<file path="config.mk">
export PLATFORM = sky130hd
export DESIGN_NAME = fifo_pkt_reader
export DESIGN_NICKNAME = d
export VERILOG_FILES = /design/src/rtl/fifo_pkt_reader.sv
export SDC_FILE = /design/constraint.sdc
export NUM_CORES = 1
export LEC_CHECK = 0
export CAP_MARGIN = 20
export CORE_AREA = 2 2 215 217
export CTS_BUF_LIST = sky130_fd_sc_hd__clkbuf_2
export CTS_CLUSTER_SIZE = 40
export DETAILED_ROUTE_END_ITERATION = 16
export DIE_AREA = 0 0 217 219
export PLACE_DENSITY = 0.83
export SYNTH_ARGS = -nofsm -noshare
export SYNTH_HDL_FRONTEND = slang
export SYNTH_SLANG_ARGS = --single-unit
export TNS_END_PERCENT = 100
</file>
<file path="constraint.sdc">
create_clock -name clock -period 6.3 [get_ports clock]
set_clock_uncertainty 0.05 [all_clocks]
set_input_delay 0.945 -clock clock [delete_from_list [all_inputs] [get_ports clock]]
set_output_delay 0.945 -clock clock [all_outputs]
set_load 0.02 [all_outputs]
</file>
<file path="src/rtl/fifo_pkt_reader.sv">
// fifo_pkt_reader
//   Read-side framer behind a show-ahead FIFO. Each packet in the FIFO is one
//   header word (length in fifo_q[LW-1:0]) followed by that many payload words.
//   The header is stripped and the payload is presented as a valid/ready stream
//   with sop/eop. A 2-entry output buffer decouples out_ready from fifo_rdreq.
//
// Ports
//   clock, reset_n      clock, async active-low reset
//   sclr                synchronous flush of buffer and framing state
//   fifo_empty, fifo_q  show-ahead FIFO head
//   fifo_rdreq          pop FIFO head this cycle
//   out_valid/out_ready stream handshake; out_data/out_sop/out_eop = oldest entry
//   pkt_cnt             packets fully pushed into the buffer (wraps)
//   err_zero_len        one-cycle pulse, cycle after a zero-length header pop
module fifo_pkt_reader #(
    parameter int DW = 256,
    parameter int LW = 16
) (
    input  logic          clock,
    input  logic          reset_n,
    input  logic          sclr,
    input  logic          fifo_empty,
    input  logic [DW-1:0] fifo_q,
    output logic          fifo_rdreq,
    output logic          out_valid,
    input  logic          out_ready,
    output logic [DW-1:0] out_data,
    output logic          out_sop,
    output logic          out_eop,
    output logic [31:0]   pkt_cnt,
    output logic          err_zero_len
);

    typedef struct packed {
        logic [DW-1:0] data;
        logic          sop;
        logic          eop;
    } beat_t;

    localparam logic [0:0] ST_HDR = 1'b0;
    localparam logic [0:0] ST_PAY = 1'b1;

    logic [0:0]    state;
    logic [LW-1:0] remain;
    logic          first;
    logic [1:0]    occ;
    beat_t         ent0, ent1;   // ent0 is the oldest entry
    beat_t         new_beat;

    logic          hdr_st, hdr_pop, push, pop, last;
    logic [LW-1:0] hdr_len;

    assign hdr_st  = (state == ST_HDR);
    assign hdr_len = fifo_q[LW-1:0];
    assign last    = (remain == LW'(1));

    // Registered state and fifo_empty only; out_ready never reaches this path.
    // Headers bypass the buffer, so a header pop is allowed even at occ == 2.
    assign fifo_rdreq = reset_n && !sclr && !fifo_empty && (hdr_st || occ != 2'd2);
    assign hdr_pop    = fifo_rdreq && hdr_st;
    assign push       = fifo_rdreq && !hdr_st;
    assign pop        = out_valid && out_ready;

    always_comb begin
        new_beat      = '0;
        new_beat.data = fifo_q;
        new_beat.sop  = first;
        new_beat.eop  = last;
    end

    assign out_valid = (occ != 2'd0);
    assign out_data  = ent0.data;
    assign out_sop   = ent0.sop;
    assign out_eop   = ent0.eop;

    always_ff @(posedge clock or negedge reset_n) begin
        if (!reset_n) begin
            state        <= ST_HDR;
            remain       <= '0;
            first        <= 1'b0;
            occ          <= 2'd0;
            ent0         <= '0;
            ent1         <= '0;
            pkt_cnt      <= '0;
            err_zero_len <= 1'b0;
        end else begin
            err_zero_len <= 1'b0;
            if (sclr) begin
                state  <= ST_HDR;
                remain <= '0;
                first  <= 1'b0;
                occ    <= 2'd0;
            end else begin
                if (hdr_pop) begin
                    if (hdr_len == '0) begin
                        err_zero_len <= 1'b1;
                    end else begin
                        remain <= hdr_len;
                        first  <= 1'b1;
                        state  <= ST_PAY;
                    end
                end
                if (push) begin
                    remain <= remain - LW'(1);
                    first  <= 1'b0;
                    if (last) begin
                        pkt_cnt <= pkt_cnt + 32'd1;
                        state   <= ST_HDR;
                    end
                end
                // Pop is applied before push so order holds at occ == 2.
                case ({push, pop})
                    2'b01: ent0 <= ent1;
                    2'b10: begin
                        if (occ == 2'd0) ent0 <= new_beat;
                        else             ent1 <= new_beat;
                    end
                    2'b11: begin
                        if (occ == 2'd1) begin
                            ent0 <= new_beat;
                        end else begin
                            ent0 <= ent1;
                            ent1 <= new_beat;
                        end
                    end
                    default: ;
                endcase
                occ <= occ + 2'(push) - 2'(pop);
            end
        end
    end

endmodule

</file>
==> flow_summary.yaml, run 1 <==
sta:
  rsz0062_at_grt: "false"
  setup_tns_ns: 0
  fin_crit_sh: 0.7033
  whs_ns: 0.1652
  period_needed_ns: 4.431
  max_freq_mhz: 225.7
  slew_headroom: 0.3156
  worst_pin_slew_ns: 1.027
  finalSetupViolCount: 0
  slew_viol_final: 0
  hold_viol_final: 0
outcome:
  status: "completed"
route:
  drt-initial-drc-count: 1492
  dr.pass1.iters: 6
  avgViaCountPerCell: 5.731
  wl_per_cell_um: 20.31
  vias: 18820
  wl_um: 66700
  drc: 0
  ant_nets: 0
global_routing:
  grt_pass1_vias: 19560
  grt_max_degree: 156
  antenna_found_initial: 9
  groute.usage.overall: 0.2804
  grt_pass1_wl_um: 105000
  overflow: 0
clocking:
  clkSlewWorstSetupHoldPaths_ns: 0.11
  clk_latency_ns: 1.30
  cts_max_level: 4
  cts_root_buf: "clkbuf_2"
  cts_resized: 0
  clk_path_buf_depth: 3
  cts.sinks: 569
  cts_tree: "built"
  cts_buffers: 147
floorplan:
  start_util: 0.5238
  fp.dieW_um: 217
  fp.dieH_um: 219
  num_rows: 78
  dieArea_um2: 47520
  design.core.area_um2: 45090
  ios: 554
yosys:
  syn_nets: 2266
  synth_edf_count: 0
  yosysUniqueCellTypes: 52
  avgSynthCellArea_um2: 11.82
  syn_area_um2: 23620
  ys_seq_elements: 569
  yosysWarnings: 0
  ys.flop_type: "dfrtp_1"
  async_flop_share: 1.000
  syn_inst: 1998
  ys_seq_area_frac: 0.6029
worst_setup_path:
  critPathTopFamily: "buffers and inverters"
  worstReg2RegStart: "state"
  arrival_ns: 3.44
  cp_max_fo: 76
  start_kind: "primary input"
  endpoint_kind: "output port"
  cp.buffers_inverters: 4
  max_stage_delay_ns: 0.68
  cp.required_ns: 5.30
  worstSetupPathType: "primary input to output port"
  path_cells: "dlygate4sd3_1 > buf_8 > nor3b_4 > o21ai_0 > inv_1 > clkdlybuf4s50_1"
  reg2reg_slack_ns: 2.90
  rr_endpoint: "out_data[115]"
  r2r_cells: 8
  crit_path_top_delay_cell: "clkdlybuf4s50_1"
finish:
  syn_to_final_growth_pct: 31.90
  fin_nets: 2848
  final_common_cell: "dfrtp_1"
  drive_gt1_frac: 0.2020
  layout_common_cells: "569 x dfrtp_1, 552 x clkdlybuf4s50_1, 276 x nor2_1"
  final.fill_count: 3214
power_and_ir_drop:
  vdd_drop_max_mv: 0.3050
  p_leak_nw: 13.90
  pwr_density_cell_nw_per_um2: 469.3
placed_design:
  port_buffers: 553
  dp_hpwl_um: 43770
  gp_congestion: 0.8871
worst_hold_path:
  hp-class: "primary input to asynchronous set/reset pin"
run:
  drv_cap: 0
## through the flow
stage / util / cells / total power, mW / worst slack [ns] / instance area, um2
finish: 0.6908 / 3284 / 14.62 / 1.869 / 31150
global route: 0.6908 / 3284 / 15.50 / 1.690 / 31150
CTS: 0.6899 / 3277 / 14.71 / 1.872 / 31110
detailed placement: 0.6592 / 3029 / 11.99 / 1.801 / 29720
global placement: 0.6592 / 3029 / 11.69 / 1.917 / 29720
floorplan: - / 1998 / 9.097 / 2.811 / 23620
## flip-flops by register name, indices dropped and copies added, names as in the netlist
name	count
first	1
occ	2
out_eop	1
state	1
out_sop	1
err_zero_len	1
pkt_cnt	32
out_data	256
remain	16
ent1	258
## power by group
part	switching, mW	internal, mW
Sequential	0.870	5.13
Clock	1.51	1.15
Combinational	3.09	2.88
## routing by layer
metal,track usage,routed length (um),vias up
met5,0,38,-
met3,0.1016,5735,185
met4,0.1486,2885,6
met1,0.3303,25280,9374
met2,0.4510,32770,787
li1,-,-,8470
## synth_stat cells, drive strengths merged, types with 15 or more instances
| master | instances | area, um2 |
|---|---|---|
| clkbuf | 134 | 504.2 |
| nor2 | 277 | 1042 |
| o21ai | 17 | 85.08 |
| xnor2 | 24 | 210.2 |
| a21oi | 265 | 1326 |
| a22oi | 260 | 1952 |
| nand3 | 17 | 85.08 |
| nand4 | 15 | 93.84 |
| mux2 | 259 | 2917 |
| nand2 | 22 | 82.58 |
| dfrtp | 569 | 14240 |
| nor3 | 16 | 80.08 |
| buf | 19 | 93.84 |
## final cells by class
class | count | area (um2) | share of cell area
inverter | 14 | 57.56 | 0.001848
clock inverter | 33 | 304.0 | 0.009761
clock buffer | 214 | 1071 | 0.03438
sequential | 569 | 14240 | 0.4571
timing repair buffer | 586 | 5948 | 0.1910
antenna | 6 | 15.01 | 0.0004820
multi-input combinational | 1262 | 8763 | 0.2813
tap | 600 | 750.7 | 0.02410
## worst max-delay path by stage
| stage | from | end | slack [ns] | depth (start not counted) |
|---|---|---|---|---|
| floorplan | sclr | ent1[237] | 2.81 | 10 |
| global placement | sclr | out_data[156] | 1.92 | 10 |
| detailed placement | sclr | out_data[151] | 1.80 | 10 |
| CTS | reset_n | fifo_rdreq | 1.87 | 6 |
| global route | reset_n | fifo_rdreq | 1.69 | 6 |
| finish | reset_n | fifo_rdreq | 1.87 | 6 |
## worst reg2reg max path: stages, from the launching register on
cell and delay, ns:
dfrtp_1 0.60, and3_1 0.49, ha_1 0.35, nand2_1 0.08
nor2_1 0.24, or2_4 0.66, buf_12 0.39, a22oi_1 0.24
a21oi_1 0.17
## logic make-up after synthesis
kind of cell | Yosys count | synth area share
fa+ha+maj | 7 | 0.003709
simple gates | 393 | 0.07778
flops | 569 | 0.6029
mux | 261 | 0.1244
xor+xnor | 35 | 0.01298
compound gates | 566 | 0.1505
buf+inv | 167 | 0.02776
## what timing repair did
| item | 4_1_cts | 5_1_grt |
|---|---|---|
| hold buffers | 1 | 0 |
| endpoints found under the hold margin | 71 | 0 |
| buffers inserted | 0 | 0 |
No activity file was read; power rests on OpenSTA's default activity.
==> inputs of run 2 (changes only) <==
--- a/config.mk
+++ b/config.mk
@@ -6,12 +6,11 @@
 export NUM_CORES = 1
 export LEC_CHECK = 0
 export CAP_MARGIN = 20
-export CORE_AREA = 2 2 215 217
+export CORE_UTILIZATION = 47
 export CTS_BUF_LIST = sky130_fd_sc_hd__clkbuf_2
 export CTS_CLUSTER_SIZE = 40
 export DETAILED_ROUTE_END_ITERATION = 16
-export DIE_AREA = 0 0 217 219
-export PLACE_DENSITY = 0.83
+export PLACE_DENSITY = 0.79
 export SYNTH_ARGS = -nofsm -noshare
 export SYNTH_HDL_FRONTEND = slang
 export SYNTH_SLANG_ARGS = --single-unit
==> constraint.sdc (replaced) <==
create_clock -name clock -period 3.75 [get_ports clock]
set_clock_uncertainty 0.05 [all_clocks]
set_input_delay 0.5625 -clock clock [delete_from_list [all_inputs] [get_ports clock]]
set_output_delay 0.5625 -clock clock [all_outputs]
set_load 0.02 [all_outputs]
==> run 2 against run 1 <==
  * Largest power group is now combinational cells
  * Count of clock-buffer cells in the layout shrank 10
  * Critical path type unchanged
  * Power grew 73%
  * Non-clock buffer count grew 285
==> flow_summary.yaml, run 2 (synthesis results as in run 1) <==
worst_setup_path:
  worstSetupPathType: "primary input to output port"
  cp_max_fo: 6
  start_kind: "primary input"
  arrival_ns: 2.79
  cp.required_ns: 3.14
  endpoint_kind: "output port"
floorplan:
  dieArea_um2: 51150
  design.core.area_um2: 49250
  num_rows: 81
  fp.dieW_um: 226.2
  start_util: 0.4794
  ios: 554
  fp.dieH_um: 226.2
power_and_ir_drop:
  p_leak_nw: 15.15
  finalPower_mw: 25.31
  pwr_density_cell_nw_per_um2: 740.9
  vdd_drop_max_mv: 0.4540
sta:
  fin_ws_ns: 0.3453
  period_needed_ns: 3.405
  whs_ns: 0.2114
  setup_tns_ns: 0
  worst_pin_slew_ns: 0.9808
  fin_crit_sh: 0.9079
  rsz0062_at_grt: "false"
  finalSetupViolCount: 0
  hold_viol_final: 0
  max_freq_mhz: 293.7
  slew_headroom: 0.3461
  slew_viol_final: 0
finish:
  fin_nets: 3134
  utilization: 0.6936
  drive_gt1_frac: 0.1874
  layout_common_cells: "568 x dfrtp_1, 551 x clkdlybuf4s50_1, 276 x nor2_1"
  top_register: "ent1"
  final_cell_count_no_fill: 3628
  syn_to_final_growth_pct: 44.68
  final_common_cell: "dfrtp_1"
  largest_register_ffs: 258
  fin_area_um2: 34170
clocking:
  cts.sinks: 569
  postCtsSetupRepairBufs: 0
  cts_buffers: 148
  clkSlewWorstSetupHoldPaths_ns: 0.07
  cts_max_level: 4
  cts_root_buf: "clkbuf_2"
  cts_tree: "built"
  clk_latency_ns: 1.28
  clk_path_buf_depth: 3
worst_hold_path:
  hp-class: "primary input to flop"
global_routing:
  antenna_found_initial: 6
  grt_pass1_wl_um: 122900
  groute.usage.overall: 0.3119
  grt_max_degree: 176
  grt_pass1_vias: 22410
  overflow: 0
route:
  avgViaCountPerCell: 5.774
  drc: 0
  dr.pass1.iters: 5
  vias: 20950
  ant_nets: 0
  drt-initial-drc-count: 1926
  wl_um: 79670
  wl_per_cell_um: 21.96
placed_design:
  gp_congestion: 0.8715
  dp_hpwl_um: 46150
  port_buffers: 553
  dp.cells: 3108
  postPlaceCellArea_um2: 30060
  preCtsSetupSlack_ns: 0.2921
run:
  drv_cap: 0
outcome:
  status: "completed"
run 2: what timing repair did:
action,in CTS,in global routing
endpoints found under the setup margin,1,1
hold endpoints to repair,731,0
hold buffers,272,0
resized for setup,2,1
run 2: layout make-up:
class | instances | area (um2)
flip-flops and latches | 569 | 14240
clock buffers | 204 | 1021
clock inverters | 37 | 274.0
diodes | 7 | 17.52
inverters | 14 | 57.56
multi-input cells | 1262 | 8763
repair buffers | 871 | 8961
well taps | 664 | 830.8
fillers | 3255 | 15090
run 2: final timing paths:
check	end	from	depth (start not counted)	slack (ns)
hold / removal	state	fifo_empty	4	0.21
max in group asynchronous	out_data[217]	reset_n	8	0.67
setup / recovery	fifo_rdreq	reset_n	7	0.35
hold reg to reg	pkt_cnt[31]	pkt_cnt[31]	1	0.45
min in group asynchronous	out_data[18]	reset_n	3	0.55
setup reg to reg	ent1[80]	occ[1]	8	0.89
run 2: power by group:
group / leakage [nW] / internal, mW / switching (mW)
clock network: 0.976 / 1.74 / 2.66
logic: 7.06 / 5.06 / 5.58
registers: 7.11 / 8.62 / 1.66
total: 15.2 / 15.4 / 9.90
run 2: critical path, stage by stage:
cell and delay [ns]:
dlygate4sd3_1 0.58, buf_8 0.15, nor3b_4 0.25, dlygate4sd3_1 0.65
o21ai_1 0.13, inv_1 0.18, dlymetal6s2s_1 0.30
run 2: layer usage:
metal / global-route usage / part of all wire / vias up
met5: 0 / 0.00033 / -
met2: 0.5078 / 0.50 / 1163
met3: 0.1105 / 0.090 / 327
met4: 0.1951 / 0.054 / 4
met1: 0.3494 / 0.36 / 10430
li1: - / - / 9027
